### config.mk
export PLATFORM = sky130hd
export DESIGN_NAME = ram_port_arbiter
export DESIGN_NICKNAME = d
export VERILOG_FILES = /design/src/rtl/ram_port_arbiter.sv
export SDC_FILE = /design/constraint.sdc
export NUM_CORES = 1
export LEC_CHECK = 0
export ABC_AREA = 0
export ABC_CLOCK_PERIOD_IN_PS = 2100
export BUFFER_PORTS_ARGS = -buffer_cell sky130_fd_sc_hd__buf_2
export CAP_MARGIN = 20
export CORE_AREA = 4 4 105 107
export CTS_BUF_LIST = sky130_fd_sc_hd__clkbuf_16
export DETAILED_ROUTE_END_ITERATION = 12
export DIE_AREA = 0 0 109 111
export PLACE_DENSITY = 0.66
export SYNTH_ARGS = -nofsm -noshare
export SYNTH_HDL_FRONTEND = slang
export SYNTH_SLANG_ARGS = --single-unit
### constraint.sdc
create_clock -name clk -period 2.1 [get_ports clk]
set_input_delay 0.105 -clock clk [delete_from_list [all_inputs] [get_ports clk]]
set_output_delay 0.105 -clock clk [all_outputs]
set_load 0.02 [all_outputs]
### src/rtl/ram_port_arbiter.sv
// Two-requester arbiter sharing one combinational-read RAM port, with round-robin or
// fixed priority, a bounded ownership lock and a registered one-cycle-later response.
module ram_port_arbiter #(
    parameter int ADDR_WIDTH = 20,
    parameter int FIXED_PRIO = 0,
    parameter int MAX_HOLD   = 4
) (
    input  logic                  clk,
    input  logic                  reset_n,

    input  logic                  req0_i,
    input  logic [3:0]            we0_i,
    input  logic [ADDR_WIDTH-1:0] addr0_i,
    input  logic [31:0]           wdata0_i,
    input  logic                  lock0_i,
    output logic                  gnt0_o,
    output logic                  rvalid0_o,
    output logic [31:0]           rdata0_o,

    input  logic                  req1_i,
    input  logic [3:0]            we1_i,
    input  logic [ADDR_WIDTH-1:0] addr1_i,
    input  logic [31:0]           wdata1_i,
    input  logic                  lock1_i,
    output logic                  gnt1_o,
    output logic                  rvalid1_o,
    output logic [31:0]           rdata1_o,

    output logic                  mem_en_o,
    output logic [3:0]            mem_we_o,
    output logic [ADDR_WIDTH-1:0] mem_addr_o,
    output logic [31:0]           mem_wdata_o,
    input  logic [31:0]           mem_rdata_i
);

    typedef enum logic [1:0] {
        IDLE = 2'd0,
        OWN0 = 2'd1,
        OWN1 = 2'd2
    } state_t;

    localparam logic [3:0] HOLD_LIMIT = 4'(MAX_HOLD);

    state_t     state;
    logic       rr_ptr;
    logic [3:0] hold_cnt;
    logic [3:0] hold_inc;

    // hold_cnt counts consecutive grants to the current owner, saturating at the bound.
    assign hold_inc = (hold_cnt == HOLD_LIMIT) ? hold_cnt : hold_cnt + 4'd1;

    // NOTE: every output of this block gets a default first so no latch is inferred.
    always_comb begin
        gnt0_o      = 1'b0;
        gnt1_o      = 1'b0;
        mem_we_o    = '0;
        mem_addr_o  = '0;
        mem_wdata_o = '0;

        if (state == OWN0 && req0_i) begin
            if (hold_cnt < HOLD_LIMIT || !req1_i) gnt0_o = 1'b1;
            else                                  gnt1_o = 1'b1;
        end else if (state == OWN1 && req1_i) begin
            if (hold_cnt < HOLD_LIMIT || !req0_i) gnt1_o = 1'b1;
            else                                  gnt0_o = 1'b1;
        end else if (req0_i && req1_i) begin
            // A released lock falls through to plain arbitration in the same cycle.
            if (FIXED_PRIO != 0 || !rr_ptr) gnt0_o = 1'b1;
            else                            gnt1_o = 1'b1;
        end else begin
            gnt0_o = req0_i;
            gnt1_o = req1_i;
        end

        if (gnt0_o) begin
            mem_we_o    = we0_i;
            mem_addr_o  = addr0_i;
            mem_wdata_o = wdata0_i;
        end else if (gnt1_o) begin
            mem_we_o    = we1_i;
            mem_addr_o  = addr1_i;
            mem_wdata_o = wdata1_i;
        end
    end

    assign mem_en_o = gnt0_o | gnt1_o;

    // NOTE: sequential state uses non-blocking assignments so every register samples
    // the pre-edge values of the others.
    always_ff @(posedge clk or negedge reset_n) begin
        if (!reset_n) begin
            state     <= IDLE;
            rr_ptr    <= 1'b0;
            hold_cnt  <= '0;
            rvalid0_o <= 1'b0;
            rvalid1_o <= 1'b0;
            rdata0_o  <= '0;
            rdata1_o  <= '0;
        end else begin
            rvalid0_o <= gnt0_o;
            rvalid1_o <= gnt1_o;
            rdata0_o  <= (gnt0_o && mem_we_o == 4'b0000) ? mem_rdata_i : '0;
            rdata1_o  <= (gnt1_o && mem_we_o == 4'b0000) ? mem_rdata_i : '0;

            if (gnt0_o) begin
                rr_ptr <= 1'b1;
                if (lock0_i) begin
                    state    <= OWN0;
                    hold_cnt <= (state == OWN0) ? hold_inc : 4'd1;
                end else begin
                    state    <= IDLE;
                    hold_cnt <= '0;
                end
            end else if (gnt1_o) begin
                rr_ptr <= 1'b0;
                if (lock1_i) begin
                    state    <= OWN1;
                    hold_cnt <= (state == OWN1) ? hold_inc : 4'd1;
                end else begin
                    state    <= IDLE;
                    hold_cnt <= '0;
                end
            end else begin
                state    <= IDLE;
                hold_cnt <= '0;
            end
        end
    end

endmodule

Word level (Yosys, flattened, before mapping). Cells that the tools add are included.

Equality and inequality tests: 3. Bitwise operators: 1. $add $sub $neg: 1. Magnitude comparators: 1. Reduce and logical (&&, ||, !) cells: 11. Mux-type cells: 33.

Operators by type and width (count): $mux W32 (4); $mux W20 (2); $mux W4 (9); $mux W1 (15); $mux W2 (3); $logic_and A1 B1 Y1 (5); $add A4 B1 Y4 const B (1); $eq A4 B3 Y1 const B (1); $logic_not A4 Y1 (1); $lt A4 B3 Y1 const B (1); $eq A2 B1 Y1 const B (1); $eq A2 B2 Y1 const B (1); $logic_not A1 Y1 (2); $logic_or A1 B1 Y1 (2); $reduce_bool A2 Y1 (1); $or A1 B1 Y1 (1).

Flip-flop bits (word level): 73.

Depth between registers and ports, before layout.
Depth after elaboration: 10. Mapped depth: 7. Gate-level depth less buffers: 6.

Worst setup path before layout. No wires, ideal clock.

Path kind: flip-flop to output port. Start: register hold_cnt[2]. End: output port mem_addr_o[10]. Stages on the path, launching flop included: 6. Required time: 1.995 ns. Slack: 0.329 ns. Data arrival time: 1.666 ns. Path through: dfrtp_1 > o21a_1 > or2_2 > a21boi_4 > buf_2 > a22o_1.

Longest elaborated chain between the ends: 7.

Ends and longest elaborated chain: start, declared (line 46) `logic [3:0] hold_cnt;`; start signal, assigned (line 109) `hold_cnt <= (state == OWN0) ? hold_inc : 4'd1;`; start signal, assigned (line 118) `hold_cnt <= (state == OWN1) ? hold_inc : 4'd1;`; $lt A4 B3 Y1 * (line 61, 64); $logic_or A1 B1 Y1 (line 64) `if (hold_cnt < HOLD_LIMIT || !req0_i) gnt1_o = 1'b1;`; $mux W1 (line 64); $mux W1 (line 63) `end else if (state == OWN1 && req1_i) begin`; $mux W1 * (line 60) `if (state == OWN0 && req0_i) begin`; via gnt1_o (line 25) `output logic gnt1_o,`; $mux W20 * (line 79) `end else if (gnt1_o) begin`; $mux W20 * (line 75) `if (gnt0_o) begin`; end, declared (line 31) `output logic [ADDR_WIDTH-1:0] mem_addr_o,`.

The timed path passes the listed nets; every way through them passes the cells marked *.

Worst setup path after layout.
Start: register state[1]. End: output port mem_addr_o[9].

Longest elaborated chain between the ends: 6.

Ends and longest elaborated chain: start, declared (line 44) `state_t state;`; start signal, assigned (line 92) `state <= IDLE;`; start signal, assigned (line 108) `state <= OWN0;`; start signal, assigned (line 111) `state <= IDLE;`; $eq A2 B2 Y1 (line 63); $logic_and A1 B1 Y1 (line 63); $mux W1 (line 63); $mux W1 (line 60); $mux W20 (line 79); $mux W20 * (line 75).

Every way passes the cells marked *; elsewhere a longest branch is shown, timed or not.

==> impl_metrics.ini <==
[clocking]
cts_root_buffer = clkbuf_16
worst_skew_pair.late_latency_ns = 0.32
clock_sinks = 73
path_clk_slew_ns = 0.06
cts_max_path_buffers = 2
cts_max_level = 3
cts_tree = done
cts_buffers = 9

[yosys]
synth_top_area_cell = dfrtp_1
syn_area_mm2 = 0.00314
syn-num-nets = 417
synth_edf_count = 0
ys_seq_area_share_pct = 58.2
yosysWarnings = 0
synthArstFlopShare_pct = 100
synth_top_area_share_pct = 58.2
ys.flop_type = dfrtp_1
synth_cell_types = 34
syn_inst = 265
synth.area.top_cells = dfrtp_1, a22o_1, and2_1
ys_ff_latch = 73
syn_area_per_cell_um2 = 11.9

[global_route]
grt_pass1_vias = 3784
grt_pass1_wl_mm = 19.4
antenna_found_initial = 0
grt_max_degree = 51
track_usage_pct = 20.9
gr-total-overflow = 0

[route]
routed_wl_mm = 12.9
routedWlPerCell_um = 17.8
drc_errors = 0
drt-pass1-iter-count = 4
viasPerCell = 4.82
first_iter_violations = 220
num_vias = 3494
ant_nets = 0

[outcome]
violations = negative setup slack
status = finished, violations left

[floorplan]
fp.dieW_um = 109
num_rows = 37
start_util_pct = 31.0
ios = 275
die_h_um = 111
core_mm2 = 0.0101
die_area_mm2 = 0.0121

[timing]
fin_crit_sh_pct = 109
rsz0062_at_grt = true
setup_viol = 57
maxSlewViolCount = 0
relSlewSlack_pct = 61.2
fmax_ghz = 0.435
clock_skew_ns = 0.00391
min_period_ns = 2.30
finalHoldViolations = 0
worst_pin_slew_ns = 0.582
postLayoutSetupSlackWorst_ns = -0.198

[critical_path]
ff2ff_path_depth = 9
start_kind = flip-flop
critical_path_class = reg -> out
critPathMaxFanout = 6
crit_required_ns = 2.00
arrival_ns = 2.19
r2r-start = state[1]$_DFF_PN0_
end_kind = primary output
r2r_slack_ns = 0.05
rr_endpoint = rdata1_o[31]$_DFF_PN0_

[pwr]
leakage_nw = 3.48
ir_drop_mv = 0.376
power_density_mw_per_mm2 = 694

[hold_path]
hold_path_class = in -> reg
hp-start = mem_rdata_i[23]
min_path_cells = 2
hold_end = rdata0_o[23]$_DFF_PN0_

[finish]
syn_to_final_growth_pct = 91.2
drive_gt1_share_pct = 58.4
nets = 736
final_cell_mix = buf_2, dfrtp_1, a22o_1
nFillCells = 838
final_common_cell = buf_2
fin_util_pct = 59.2
antenna_cells = 0

[job]
max-cap-violations = 0

[placement]
io_buffers = 274
place.gp.congestion = 0.910
hpwlAfterDp_mm = 8.84
pre_cts_ws_ns = 0.0516
[through the flow]
stage                     power [mW]  hold slack (ns)  setup TNS, ns  std cells  instance area [um2]
after floorplan                 1.88           -0.191              0        265                 3140
after global placement          2.26            0.139         -14.62        666                 4740
after detailed placement        2.27            0.140              0        667                 4760
after CTS                       4.19         0.000688          -6.67        724                 5970
after global routing            4.36          0.00250         -11.56        725                 6000
final                           4.17          0.00630          -6.57        725                 6000
[flip-flops by register name, indices dropped and copies added, names as in the netlist]
name and count:
hold_cnt 4, rdata0_o 32, rdata1_o 32, rr_ptr 1
rvalid0_o 1, rvalid1_o 1, state 2
[how the worst max path moves through the flow]
stage	from	to	depth (start not counted)
2_1_floorplan	hold_cnt[2]$_DFF_PN0_	mem_addr_o[10]	5
3_3_place_gp	state[1]$_DFF_PN0_	mem_we_o[3]	5
3_5_place_dp	state[1]$_DFF_PN0_	mem_we_o[3]	7
4_1_cts	state[1]$_DFF_PN0_	mem_addr_o[12]	9
5_1_grt	state[1]$_DFF_PN0_	mem_wdata_o[30]	9
6_report	state[1]$_DFF_PN0_	mem_addr_o[9]	9
[worst max-delay path, cell delays in order, from the launching register on]
cell	delay, ns
dfrtp_2	0.44
nor2b_4	0.14
buf_6	0.12
o31a_1	0.28
a21boi_4	0.22
buf_6	0.15
buf_12	0.12
buf_16	0.12
a22o_1	0.15
buf_6	0.12
[synthesized netlist by cell type (all sizes together) (2+ instances only)]
cell type and number:
o31ai 3, clkbuf 8, nor2b 3, inv 4
or2 3, ha 2, nand2 5, dfrtp 73
and2 33, nand3 2, nor2 6, a22o 56
buf 14, o21ai 2, and3 32, nor3 3
[routing by layer]
layer | vias up | routed length, um | GRT usage, % | part of all wire, %
met5 | - | 0 | 0 | 0
met4 | 0 | 449 | 9.68 | 3.5
met3 | 35 | 1170 | 5.94 | 9.0
met2 | 195 | 6700 | 36.2 | 52
met1 | 1657 | 4580 | 23.2 | 36
li1 | 1607 | - | - | -
[cell families (layout without fill, tap and decap cells)]
logic type,after synthesis,in the layout,share of synthesized area [%]
AOI/OAI and AO/OA,70,70,19.2
xor gates and xnor gates,1,1,0.279
adders and majority gates,2,2,0.797
buffers and inverters,26,350,3.82
DFF,73,73,58.2
muxes,1,1,0.319
and+or+nand+nor,92,92,17.4
[layout make-up]
class,count,area (um2),share of cell area (%)
inverters,4,15.0,0.250
multi-input cells,166,1300,21.7
well taps,136,170,2.83
clock inverters,7,86.3,1.44
flip-flops and latches,73,1830,30.4
clock buffers,9,225,3.75
repair buffers,330,2380,39.6
[report_power, final]
part | total (mW) | leakage [nW] | switching, mW | internal [mW]
Sequential | 1.44 | 1.01 | 0.0134 | 1.43
Clock | 1.58 | 0.158 | 0.550 | 1.03
Combinational | 1.15 | 2.31 | 0.547 | 0.601
[timing repair]
action / 4_1_cts / 5_1_grt
cloned: 7 / 1
hold endpoints to repair: 41 / 0
setup endpoints to repair: 57 / 78
buffers inserted: 16 / 2
gates resized for setup: 113 / 8
hold buffers: 19 / 0
pin swaps: 14 / 8
Note: power is estimated with default switching activity, not from simulation.
